$ cat src/rtl/truth_table_scanner_pkg.sv
// Shared types and constants for the truth-table scanner: FSM encoding and
// the mapping of function inputs onto the scan vector.
package truth_table_scanner_pkg;

  localparam logic [1:0] ST_IDLE   = 2'd0;
  localparam logic [1:0] ST_SETTLE = 2'd1;
  localparam logic [1:0] ST_FINISH = 2'd2;

  typedef enum logic [1:0] {
    IDLE   = ST_IDLE,
    SETTLE = ST_SETTLE,
    FINISH = ST_FINISH
  } state_e;

  // Position of each function input inside vec.
  localparam int unsigned A_BIT = 3;
  localparam int unsigned B_BIT = 2;
  localparam int unsigned C_BIT = 1;
  localparam int unsigned D_BIT = 0;

endpackage

$ cat src/rtl/truth_table_scanner_if.sv
// Handshake and result bus between the scanner and its requester/function block.
interface truth_table_scanner_if #(
  parameter int unsigned N_IN = 4
);
  logic                 start;
  logic [N_IN-1:0]      vec;
  logic                 s_in;
  logic                 busy;
  logic                 done;
  logic [2**N_IN-1:0]   table_o;
  logic [N_IN:0]        ones_cnt;
  logic                 table_valid;

  modport master (
    output start, s_in,
    input  vec, busy, done, table_o, ones_cnt, table_valid
  );

  modport slave (
    input  start, s_in,
    output vec, busy, done, table_o, ones_cnt, table_valid
  );
endinterface

$ cat src/rtl/truth_table_scanner_settle_timer.sv
// Loadable down-counter that measures the settle time of each applied vector.
module truth_table_scanner_settle_timer #(
  parameter int unsigned SETTLE_CYCLES = 1
) (
  input  logic clk,
  input  logic rst_n,
  input  logic load,
  input  logic dec,
  output logic zero_c
);

  localparam int unsigned CW = $clog2(SETTLE_CYCLES) + 1;
  localparam logic [CW-1:0] LOAD_VAL = CW'(SETTLE_CYCLES - 1);

  logic [CW-1:0] cnt_q;

  // Load has priority; decrement saturates at zero.
  always_ff @(posedge clk or negedge rst_n) begin
    if (!rst_n) begin
      cnt_q <= '0;
    end else if (load) begin
      cnt_q <= LOAD_VAL;
    end else if (dec && (cnt_q != '0)) begin
      cnt_q <= cnt_q - CW'(1);
    end
  end

  assign zero_c = (cnt_q == '0);

endmodule

$ cat src/rtl/truth_table_scanner.sv
// Walks a combinational function through every input vector, samples its output
// into a truth-table word and counts the minterms, with a busy/done handshake.
module truth_table_scanner
  import truth_table_scanner_pkg::*;
#(
  parameter int unsigned N_IN          = 4,
  parameter int unsigned SETTLE_CYCLES = 1
) (
  input  logic                  clk,
  input  logic                  rst_n,
  truth_table_scanner_if.slave  bus
);

  localparam int unsigned TW = 2**N_IN;
  localparam int unsigned CW = N_IN + 1;
  localparam logic [N_IN-1:0] LAST_VEC = N_IN'(TW - 1);

  state_e          state_q, state_d;
  logic [N_IN-1:0] vec_q, vec_d;
  logic            busy_q, busy_d;
  logic            done_q, done_d;
  logic            valid_q, valid_d;
  logic [TW-1:0]   table_q, table_d;
  logic [CW-1:0]   ones_q, ones_d;

  logic tmr_load_c;
  logic tmr_dec_c;
  logic tmr_zero_c;

  truth_table_scanner_settle_timer #(
    .SETTLE_CYCLES (SETTLE_CYCLES)
  ) u_settle_timer (
    .clk    (clk),
    .rst_n  (rst_n),
    .load   (tmr_load_c),
    .dec    (tmr_dec_c),
    .zero_c (tmr_zero_c)
  );

  // State and result registers.
  always_ff @(posedge clk or negedge rst_n) begin
    if (!rst_n) begin
      state_q <= IDLE;
      vec_q   <= '0;
      busy_q  <= 1'b0;
      done_q  <= 1'b0;
      valid_q <= 1'b0;
      table_q <= '0;
      ones_q  <= '0;
    end else begin
      state_q <= state_d;
      vec_q   <= vec_d;
      busy_q  <= busy_d;
      done_q  <= done_d;
      valid_q <= valid_d;
      table_q <= table_d;
      ones_q  <= ones_d;
    end
  end

  // Next-state and next-output logic.
  always_comb begin
    state_d    = state_q;
    vec_d      = vec_q;
    busy_d     = busy_q;
    done_d     = 1'b0;
    valid_d    = valid_q;
    table_d    = table_q;
    ones_d     = ones_q;
    tmr_load_c = 1'b0;
    tmr_dec_c  = 1'b0;

    case (state_q)
      IDLE: begin
        if (bus.start) begin
          state_d    = SETTLE;
          vec_d      = '0;
          busy_d     = 1'b1;
          valid_d    = 1'b0;
          table_d    = '0;
          ones_d     = '0;
          tmr_load_c = 1'b1;
        end
      end

      SETTLE: begin
        if (!tmr_zero_c) begin
          tmr_dec_c = 1'b1;
        end else begin
          // Sample edge: capture s_in for the vector currently applied.
          table_d[vec_q] = bus.s_in;
          ones_d         = ones_q + CW'(bus.s_in);
          if (vec_q == LAST_VEC) begin
            state_d = FINISH;
            vec_d   = '0;
            busy_d  = 1'b0;
            done_d  = 1'b1;
            valid_d = 1'b1;
          end else begin
            vec_d      = vec_q + N_IN'(1);
            tmr_load_c = 1'b1;
          end
        end
      end

      FINISH: begin
        state_d = IDLE;
      end

      default: begin
        state_d = IDLE;
      end
    endcase
  end

  assign bus.vec         = vec_q;
  assign bus.busy        = busy_q;
  assign bus.done        = done_q;
  assign bus.table_o     = table_q;
  assign bus.ones_cnt    = ones_q;
  assign bus.table_valid = valid_q;

endmodule

$ cat src/flat_wrapper.sv
// flat-port wrapper written by rule: the top's interface ports become plain ports
module truth_table_scanner_flat import truth_table_scanner_pkg::*;
#(
  parameter int unsigned N_IN          = 4,
  parameter int unsigned SETTLE_CYCLES = 1
)
  (clk, rst_n, bus_start, bus_s_in, bus_vec, bus_busy, bus_done, bus_table_o, bus_ones_cnt, bus_table_valid);
  truth_table_scanner_if #(.N_IN(N_IN)) bus_i ();
  input  logic clk;
  input  logic rst_n;
  input wire logic [$bits(bus_i.start)-1:0] bus_start;
  input wire logic [$bits(bus_i.s_in)-1:0] bus_s_in;
  output wire logic [$bits(bus_i.vec)-1:0] bus_vec;
  output wire logic [$bits(bus_i.busy)-1:0] bus_busy;
  output wire logic [$bits(bus_i.done)-1:0] bus_done;
  output wire logic [$bits(bus_i.table_o)-1:0] bus_table_o;
  output wire logic [$bits(bus_i.ones_cnt)-1:0] bus_ones_cnt;
  output wire logic [$bits(bus_i.table_valid)-1:0] bus_table_valid;
  assign bus_i.start = bus_start;
  assign bus_i.s_in = bus_s_in;
  assign bus_vec = bus_i.vec;
  assign bus_busy = bus_i.busy;
  assign bus_done = bus_i.done;
  assign bus_table_o = bus_i.table_o;
  assign bus_ones_cnt = bus_i.ones_cnt;
  assign bus_table_valid = bus_i.table_valid;
  truth_table_scanner #(.N_IN(N_IN), .SETTLE_CYCLES(SETTLE_CYCLES)) u_core (.clk(clk), .rst_n(rst_n), .bus(bus_i));
endmodule
$ cat config.mk
export PLATFORM = sky130hd
export DESIGN_NAME = truth_table_scanner_flat
export DESIGN_NICKNAME = d
export VERILOG_FILES = /design/src/rtl/truth_table_scanner_pkg.sv /design/src/rtl/truth_table_scanner_if.sv /design/src/rtl/truth_table_scanner_settle_timer.sv /design/src/rtl/truth_table_scanner.sv /design/src/flat_wrapper.sv
export SDC_FILE = /design/constraint.sdc
export NUM_CORES = 1
export LEC_CHECK = 0
export BUFFER_PORTS_ARGS = -buffer_cell sky130_fd_sc_hd__buf_2
export CORE_UTILIZATION = 35
export CTS_BUF_LIST = sky130_fd_sc_hd__clkbuf_4
export DETAILED_ROUTE_END_ITERATION = 10
export HOLD_SLACK_MARGIN = 0.15
export PLACE_DENSITY = 0.56
export SETUP_SLACK_MARGIN = 0.3
export SKIP_LAST_GASP = 1
export SLEW_MARGIN = 0
export SYNTH_ARGS = -nofsm -noshare
export SYNTH_HDL_FRONTEND = slang
export SYNTH_SLANG_ARGS = --single-unit
$ cat constraint.sdc
create_clock -name clk -period 1.95 [get_ports clk]
set_clock_uncertainty 0.1 [all_clocks]
set_input_delay 0.39 -clock clk [delete_from_list [all_inputs] [get_ports clk]]
set_output_delay 0.39 -clock clk [all_outputs]
set_load 0.05 [all_outputs]
==> flow_metrics.env, run 1 <==
export IMPL_hold_depth=3
export IMPL_drc=0
export IMPL_grt_start_max_net_pins=32
export IMPL_cpLargestDelayFamily="flip-flops"
export IMPL_crit_cells=1
export IMPL_synth_top_family_by_area="simple AND/OR/NAND/NOR gates"
export IMPL_syn_nets=167
export IMPL_rsz0062_at_grt="true"
export IMPL_yosysSeqAreaShare_pct=47.8
export IMPL_hpwl_um=2480
export IMPL_core_sq_um=4410
export IMPL_routedWlPerCell_um=13.5
export IMPL_crit_type="flip-flop to output pin"
export IMPL_worstSetupStartpointType="flip-flop"
export IMPL_cap_viol_max_count=0
export IMPL_cts_buffers=5
export IMPL_die_h_um=70.1
export IMPL_cp_end_kind="output pin"
export IMPL_dr_total_vias=1253
export IMPL_crit_arrival_ps=1090
export IMPL_place_gp_congestion=0.767
export IMPL_cp_max_fo=10
export IMPL_fin_area_sq_um=1900
export IMPL_grt_pass1_vias=1243
export IMPL_post_route_worst_setup_slack_ps=366
export IMPL_netlist_instances=157
export IMPL_tns_ps=0
export IMPL_h_tree_depth=2
export IMPL_synthArstFlopShare_pct=100
export IMPL_slowest_stage="dfrtp_2"
export IMPL_dieArea_sq_um=4910
export IMPL_antenna_found_initial=0
export IMPL_track_usage_pct=15.0
export IMPL_clkSlewWorstSetupHoldPaths_ps=90
export IMPL_hp_class="input port to flip-flop"
export IMPL_finalCritPeriodShare_pct=81.2
export IMPL_synth_area_per_cell_sq_um=10.3
export IMPL_worst_path_buf_inv=1
export IMPL_outcome="complete, no violations"
export IMPL_die_x_um=70.1
export IMPL_grt_overflow=0
export IMPL_tightestPinTransition_ps=667
export IMPL_required_ps=1460
export IMPL_max_slew_margin_pct=55.5
export IMPL_ff2ff_path_depth=5
export IMPL_ant_nets=0
export IMPL_placed_cell_area_sq_um=1800
export IMPL_cts_sinks=31
export IMPL_fmax_mhz=631
export IMPL_num_antenna_cells=0
export IMPL_setup_viol=0
export IMPL_clk_latency_ps=320
export IMPL_start_util_pct=36.7
export IMPL_synth_seq_cells=31
export IMPL_nets=203
export IMPL_drive_gt1_share_pct=29.4
export IMPL_startpoint="u_core.bus.vec[2]"
export IMPL_fin_util_pct=43.0
export IMPL_dr_first_iter_drc_count=66
export IMPL_ys_types=31
export IMPL_dr_pass1_iters=4
export IMPL_place_port_buffers=31
export IMPL_synth_ff_type="dfrtp_1"
export IMPL_tritoncts="built"
export IMPL_yosysWarnings=0
export IMPL_syn_to_final_growth_pct=17.1
export IMPL_period_needed_ps=1580
export IMPL_via_per_inst=5.09
export IMPL_muxShareOfSynthArea_pct=7.41
export IMPL_hold_start="bus_start"
export IMPL_r2r_start="u_core.state_q[0]"
export IMPL_clockRootBuffer="clkbuf_4"
export IMPL_syn_area_sq_um=1620
export IMPL_hold_viol=0
export IMPL_max_stage_delay_ps=470
export IMPL_clk_path_buf_depth=2
export IMPL_synth_xor_area_share_pct=1.08
export IMPL_synthAdderAreaFrac_pct=4.63
export IMPL_wl_um=3310
export IMPL_pre_cts_ws_ps=264
export IMPL_synth_compound_area_share_pct=13.3
export IMPL_crit_chain="buf_2"
export IMPL_grt_pass1_wl_um=5770
export IMPL_fp_row_count=24
export IMPL_drv_slew=0
export IMPL_synth_edff_count=0
export IMPL_synthSimpleGateAreaFrac_pct=20.3
export IMPL_pin_count=32
## state kept, by name (all words and copies together), names as in the netlist
| signal | count |
|---|---|
| u_core.bus.vec | 4 |
| u_core.bus.table_valid | 1 |
| u_core.bus.done | 1 |
| u_core.bus.busy | 1 |
| u_core.state_q | 2 |
| u_core.bus.ones_cnt | 5 |
| u_core.bus.table_o | 16 |
| u_core.u_settle_timer.cnt_q | 1 |
## metal layers
metal,up-vias,share of wire [%],track usage (%)
li1,620,-,-
met1,606,47,20.0
met2,22,47,22.9
met3,5,4.7,5.19
met4,0,1.4,4.67
met5,-,0,0
## cell type report
type                    instances  area [sq um]
inverters                       3          11.3
fillers                       431          2510
clock buffers                   6          45.0
repair buffers                 40           228
clock inverters                 2          7.51
flip-flops and latches         31           783
well taps                      52          65.1
multi-input cells             112           759
## Yosys cell counts (3+ instances only)
master	n	share of area (%)
o21ai_0	9	2.8
buf_2	5	1.5
nand2_1	13	3.0
inv_1	3	0.69
nand3_1	7	2.2
o31ai_1	4	1.9
ha_1	6	4.6
o211ai_1	10	4.6
buf_6	3	2.1
mux2i_1	12	7.4
nor3b_1	5	2.3
dfrtp_1	31	48
nor2b_1	9	3.5
nor2_1	15	3.5
## worst register-to-register path, stage by stage (launching register included)
cell,delay [ps]
dfrtp_2,490
nor2b_1,180
buf_4,180
o211ai_1,220
mux2i_1,210
nor2_1,50
## worst paths after layout
kind / slack (ps) / endpoint
min in group asynchronous: 530 / u_core.bus.table_o[3]
worst max register to register: 400 / u_core.bus.table_o[8]
worst min-delay path: 330 / u_core.state_q[0]
worst max-delay path: 370 / bus_vec[2]
worst min register to register: 400 / u_core.bus.ones_cnt[4]
max in group asynchronous: 750 / u_core.state_q[0]
## cells in the final DEF (no fill, tap or decap), types with 4 or more instances in the layout
| cell | n |
|---|---|
| o211ai_1 | 10 |
| nand3_1 | 7 |
| dfrtp_2 | 6 |
| nor2b_1 | 8 |
| o31ai_1 | 4 |
| o21ai_0 | 9 |
| dfrtp_1 | 25 |
| buf_2 | 30 |
| clkbuf_4 | 6 |
| nor3b_1 | 5 |
| mux2i_1 | 12 |
| nand2_1 | 13 |
| buf_4 | 9 |
| nor2_1 | 15 |
| ha_1 | 6 |
## stage by stage
step	hold WS (ps)	cells
2_1_floorplan	-5.59	157
4_1_cts	319	242
3_3_place_gp	364	233
3_5_place_dp	368	233
5_1_grt	367	246
6_report	331	246
## logic make-up (layout without fill, tap and decap cells)
| kind of cell | Yosys count | in the layout |
|---|---|---|
| AO/OA/AOI/OAI | 32 | 32 |
| XOR/XNOR | 2 | 2 |
| multiplexers | 12 | 12 |
| buffers and inverters | 14 | 51 |
| adder cells (fa/ha/maj) | 6 | 6 |
| AND/OR/NAND/NOR | 60 | 60 |
| flip-flops | 31 | 31 |
## what timing repair did
action | CTS | global route
endpoints found under the hold margin | 31 | 0
setup endpoints to repair | 8 | 9
gates cloned | 0 | 0
hold buffers | 1 | 0
resized for setup | 3 | 2
setup buffers | 0 | 4
pin swaps | 0 | 0
Power of run 1 is left out: the tool's default activity adds up to more than one toggle a clock period on the data nets, which glitch-free logic cannot reach.
==> inputs of run 2 (changes only) <==
Settings changed: ABC_AREA from default to 1.
Clock period 1.95 ns to 1.5 ns, I/O delays scaled along.
==> run 2 against run 1 <==
  * Count of clock-buffer cells in the layout is 2 higher
  * Final cell count up 40%
  * Global-route usage rose by 7.6 points
  * Worst setup slack worse by 280 ps
  * Hold slack lost 68 ps
  * Critical path depth is the same
  * Area after synthesis is the same
  * Sequential cell count unchanged
  * Register-to-register slack got worse by 290 ps
  * Largest cell class is now multi-input gates
  * Critical path type unchanged
  * Critical endpoint unchanged
  * Non-clock buffer count rose by 41
  * Synthesized cell count is 30% higher
  * Routed wire length up 63%
==> flow_metrics.env, run 2 <==
export IMPL_outcome="complete, no violations"
export IMPL_num_antenna_cells=0
export IMPL_core_sq_um=4410
export IMPL_largest_register_ffs=16
export IMPL_p_leak_nw=1.45
export IMPL_h_tree_depth=2
export IMPL_netlist_instances=204
export IMPL_syn_to_final_growth_pct=93.1
export IMPL_cpLargestDelayFamily="flip-flops"
export IMPL_finalCritPeriodShare_pct=93.9
export IMPL_ys_types=18
export IMPL_synth_edff_count=0
export IMPL_cts_buffers=5
export IMPL_final_cells=345
export IMPL_yosysTopAreaCell="dfrtp_1"
export IMPL_fmax_mhz=710
export IMPL_startpoint="u_core.bus.vec[2]"
export IMPL_ant_nets=0
export IMPL_nets=302
export IMPL_hp_class="input port to flip-flop"
export IMPL_clk_latency_ps=340
export IMPL_fp_row_count=24
export IMPL_syn_nets=214
export IMPL_crit_chain="buf_6"
export IMPL_clockRootBuffer="clkbuf_4"
export IMPL_place_port_buffers=31
export IMPL_grt_pass1_vias=1719
export IMPL_grt_pass1_wl_um=8630
export IMPL_fin_util_pct=70.9
export IMPL_start_util_pct=36.7
export IMPL_cp_max_fo=3
export IMPL_max_stage_delay_ps=510
export IMPL_rsz0062_at_grt="true"
export IMPL_r2r_start="u_core.bus.vec[2]"
export IMPL_clkSlewWorstSetupHoldPaths_ps=110
export IMPL_synthArstFlopShare_pct=100
export IMPL_pin_count=32
export IMPL_drv_slew=0
export IMPL_cp_end_kind="output pin"
export IMPL_powerDensity_nw_per_um2=2350
export IMPL_via_per_inst=5.19
export IMPL_setup_viol=0
export IMPL_synth_area_per_cell_sq_um=7.95
export IMPL_yosysSeqAreaShare_pct=47.8
export IMPL_track_usage_pct=22.6
export IMPL_cts_sinks=31
export IMPL_dr_first_iter_drc_count=112
export IMPL_synth_ff_type="dfrtp_1"
export IMPL_tns_ps=0
export IMPL_dp_cells=287
export IMPL_dieArea_sq_um=4910
export IMPL_synth_most_common_cell="nand2_1"
export IMPL_die_h_um=70.1
export IMPL_final_common_cell="nand2_1"
export IMPL_wl_um=5410
export IMPL_place_gp_congestion=0.740
export IMPL_routedWlPerCell_um=15.7
export IMPL_crit_arrival_ps=1010
export IMPL_max_slew_margin_pct=74.0
export IMPL_dr_pass1_iters=4
export IMPL_hold_viol=0
export IMPL_ir_worst_vdd_uv=1250
export IMPL_tritoncts="built"
export IMPL_yosysWarnings=0
export IMPL_worst_path_buf_inv=1
export IMPL_hpwl_um=2820
export IMPL_final_cell_mix="nand2_1, buf_6, buf_4, dfrtp_1, nor2_4"
export IMPL_synth_top_area_share_pct=47.8
export IMPL_die_x_um=70.1
export IMPL_slowest_stage="dfrtp_4"
export IMPL_crit_type="flip-flop to output pin"
export IMPL_grt_overflow=0
export IMPL_synth_seq_cells=31
export IMPL_grt_start_max_net_pins=18
export IMPL_hold_start="bus_start"
export IMPL_ys_top_cells_by_count="nand2_1, dfrtp_1, nor2_1, inv_1, nand4_1"
export IMPL_syn_area_sq_um=1620
export IMPL_drive_gt1_share_pct=62.5
export IMPL_clk_path_buf_depth=2
export IMPL_dr_total_vias=1790
export IMPL_required_ps=1100
export IMPL_drc=0
export IMPL_antenna_found_initial=0
export IMPL_tightestPinTransition_ps=391
export IMPL_cap_viol_max_count=0
export IMPL_worstSetupStartpointType="flip-flop"
export IMPL_synth_area_top_cells="dfrtp_1, nand2_1, nor2_1, nand4_1, ha_1"
export IMPL_period_needed_ps=1410
==> run 2: repair_timing <==
item | 4_1_cts | 5_1_grt
hold endpoints to repair | 31 | 0
pin swaps | 9 | 20
gates cloned | 6 | 1
buffers inserted | 31 | 11
hold buffers | 1 | 0
setup endpoints to repair | 57 | 58
resized for setup | 96 | 61
==> run 2: kinds of logic after synthesis <==
| family | synth area share [%] |
|---|---|
| buffers and inverters | 7.79 |
| adders and majority gates | 4.63 |
| AOI/OAI and AO/OA | 6.64 |
| DFF | 47.8 |
| and+or+nand+nor | 33.1 |
==> run 2: final timing paths <==
kind | end | slack [ps] | depth (start not counted)
setup / recovery | bus_vec[2] | 90 | 1
hold / removal | u_core.bus.busy | 260 | 4
setup reg to reg | u_core.bus.vec[3] | 110 | 7
hold reg to reg | u_core.bus.table_o[1] | 410 | 2
max in group asynchronous | u_core.bus.vec[2] | 560 | 3
min in group asynchronous | u_core.bus.ones_cnt[4] | 280 | 2
==> run 2: cell type report <==
type	instances	area, sq um
multi-input combinational	156	1300
inverter	17	106
clock buffer	8	60.1
tap	52	65.1
timing repair buffer	81	815
fill	317	1280
sequential	31	790
==> run 2: report_power, final <==
part	leakage, nW	internal (mW)	total [mW]	switching [mW]
clock network	0.0368	0.241	0.542	0.301
logic	1.01	2.20	5.39	3.18
registers	0.397	1.15	1.42	0.264
total	1.45	3.60	7.35	3.75
==> run 2: stage by stage <==
| step | hold slack, ps | worst slack [ps] | instance area (sq um) | total power [mW] |
|---|---|---|---|---|
| floorplan | -95.6 | 106 | 1810 | 3.85 |
| global placement | 140 | 84.7 | 2030 | 4.39 |
| detailed placement | 145 | 40.8 | 2030 | 4.43 |
| CTS | 262 | 105 | 2780 | 6.43 |
| global route | 271 | 48.5 | 3130 | 7.76 |
| finish | 263 | 90.9 | 3130 | 7.35 |
==> run 2: per-layer routing <==
metal  global-route usage, %  routed length, um
met4                    5.33                138
met2                    38.1               2740
met5                       0                  0
met3                    5.48                240
met1                    29.1               2290
==> run 2: worst min-delay path, cell delays in order <==
cell and delay (ps):
buf_2 120, nand2_4 70, buf_6 140, nand2_2 60
Power figures use the tool's default switching activity.
==> inputs of run 3 (changes only) <==
==> constraint.sdc (replaced) <==
create_clock -name clk -period 1.5 [get_ports clk]
set_clock_uncertainty 0.1 [all_clocks]
set_input_delay 0.225 -clock clk [delete_from_list [all_inputs] [get_ports clk]]
set_output_delay 0.225 -clock clk [all_outputs]
set_load 0.05 [all_outputs]
==> run 3 against run 2 <==
  * Fmax rose by 3.1%
  * Critical path depth up 4
  * First-iteration DRC count is 21% lower
  * Combinational power is 14% lower
  * Final cell count down 4.1%
  * Total power decreased by 10%
  * Non-clock buffer count decreased by 8
  * Sequential cell count unchanged
  * Cell area shrank 9.3%
  * Sequential share of layout area is 2.6 points higher
  * Routed wire length down 16%
==> flow_metrics.env, run 3 (synthesis gave the netlist of run 2 again) <==
export IMPL_num_antenna_cells=0
export IMPL_p_leak_nw=1.34
export IMPL_fin_util_pct=64.4
export IMPL_via_per_inst=4.95
export IMPL_die_h_um=70.1
export IMPL_wl_um=4540
export IMPL_period_needed_ps=1370
export IMPL_p_total_mw=6.58
export IMPL_hold_viol=0
export IMPL_ir_worst_vdd_uv=1300
export IMPL_finalCritPeriodShare_pct=91.1
export IMPL_largest_register_ffs=16
export IMPL_fillers=361
export IMPL_cts_buffers=5
export IMPL_track_usage_pct=20.2
export IMPL_tightestPinTransition_ps=379
export IMPL_crit_cells=5
export IMPL_holdWs_ps=215
export IMPL_dr_total_vias=1640
export IMPL_setup_viol=0
export IMPL_final_cell_mix="nand2_1, buf_6, buf_4, dfrtp_1, nor2_4"
export IMPL_antenna_found_initial=0
export IMPL_fp_row_count=24
export IMPL_pre_cts_ws_ps=22.6
export IMPL_ant_nets=0
export IMPL_crit_type="flip-flop to flip-flop"
export IMPL_clk_path_buf_depth=2
export IMPL_drv_slew=0
export IMPL_dieArea_sq_um=4910
export IMPL_cp_end_kind="flip-flop"
export IMPL_cap_viol_max_count=0
export IMPL_clkSlewWorstSetupHoldPaths_ps=100
export IMPL_final_common_cell="nand2_1"
export IMPL_start_util_pct=36.7
export IMPL_dr_pass1_iters=4
export IMPL_cp_max_fo=5
export IMPL_rsz0062_at_grt="true"
export IMPL_syn_to_final_growth_pct=75.2
export IMPL_fin_area_sq_um=2840
export IMPL_routedWlPerCell_um=13.7
export IMPL_h_tree_depth=2
export IMPL_cpLargestDelayFamily="flip-flops"
export IMPL_final_cells=331
export IMPL_powerDensity_nw_per_um2=2320
export IMPL_grt_start_max_net_pins=20
export IMPL_worst_path_buf_inv=1
export IMPL_ff2ff_path_depth=5
export IMPL_slowest_stage="dfrtp_2"
export IMPL_outcome="complete, no violations"
export IMPL_clockRootBuffer="clkbuf_4"
export IMPL_place_gp_congestion=0.753
export IMPL_post_route_worst_setup_slack_ps=134
export IMPL_tns_ps=0
export IMPL_placed_cell_area_sq_um=2030
export IMPL_die_x_um=70.1
export IMPL_fmax_mhz=732
export IMPL_dp_cells=286
export IMPL_grt_overflow=0
export IMPL_tritoncts="built"
export IMPL_hp_class="input port to asynchronous set/reset pin"
export IMPL_max_stage_delay_ps=460
export IMPL_core_sq_um=4410
export IMPL_cts_sinks=31
export IMPL_multi_input_area_sq_um=1090
export IMPL_place_port_buffers=31
export IMPL_max_slew_margin_pct=74.8
export IMPL_register_area_sq_um=790
export IMPL_hpwl_um=2760
export IMPL_crit_chain="buf_6 > ha_4 > nand3_4 > or2_0 > o21ai_1"
export IMPL_nets=288
export IMPL_drc=0
export IMPL_worstSetupStartpointType="flip-flop"
export IMPL_clk_latency_ps=340
export IMPL_crit_arrival_ps=1540
export IMPL_drive_gt1_share_pct=53.0
export IMPL_required_ps=1680
export IMPL_grt_pass1_vias=1620
export IMPL_grt_pass1_wl_um=7730
export IMPL_pin_count=32
export IMPL_dr_first_iter_drc_count=89
run 3: final timing paths:
check / to / slack [ps] / from
setup / recovery: u_core.bus.table_o[15] / 130 / u_core.bus.vec[1]
hold / removal: u_core.bus.ones_cnt[4] / 210 / rst_n
setup reg to reg: u_core.bus.table_o[15] / 130 / u_core.bus.vec[1]
hold reg to reg: u_core.bus.table_o[2] / 410 / u_core.bus.table_o[2]
max in group asynchronous: u_core.bus.table_o[11] / 660 / rst_n
min in group clk: u_core.bus.vec[3] / 250 / bus_start
run 3: power breakdown:
part           switching [mW]  leakage (nW)  internal (mW)
Clock                   0.298        0.0331          0.194
Combinational            2.75         0.910           1.88
Sequential              0.304         0.397           1.15
Total                    3.35          1.34           3.23
run 3: layout make-up:
class                   count  share of cell area (%)
inverters                  17                    3.83
well taps                  52                    2.29
clock inverters             2                   0.308
flip-flops and latches     31                    27.8
repair buffers             73                    25.7
multi-input cells         150                    38.5
clock buffers               6                    1.59
run 3: what timing repair did:
action | CTS | global route
pin swaps | 18 | 12
buffers inserted | 25 | 9
endpoints found under the hold margin | 35 | 0
gates resized for setup | 102 | 22
endpoints found under the setup margin | 57 | 59
hold buffers | 2 | 0
cloned | 1 | 0
run 3: per-layer routing:
metal | vias to the layer above | share of wire (%) | GRT usage (%)
li1 | 817 | - | -
met4 | 0 | 1.9 | 7.56
met2 | 48 | 49 | 33.3
met3 | 10 | 3.9 | 4.47
met1 | 765 | 45 | 26.0
met5 | - | 0 | 0
run 3: worst reg2reg max path, stage by stage, from the launching register on:
cell and delay, ps:
dfrtp_2 460, buf_6 130, ha_4 170, nand3_4 100, or2_0 230, o21ai_1 130
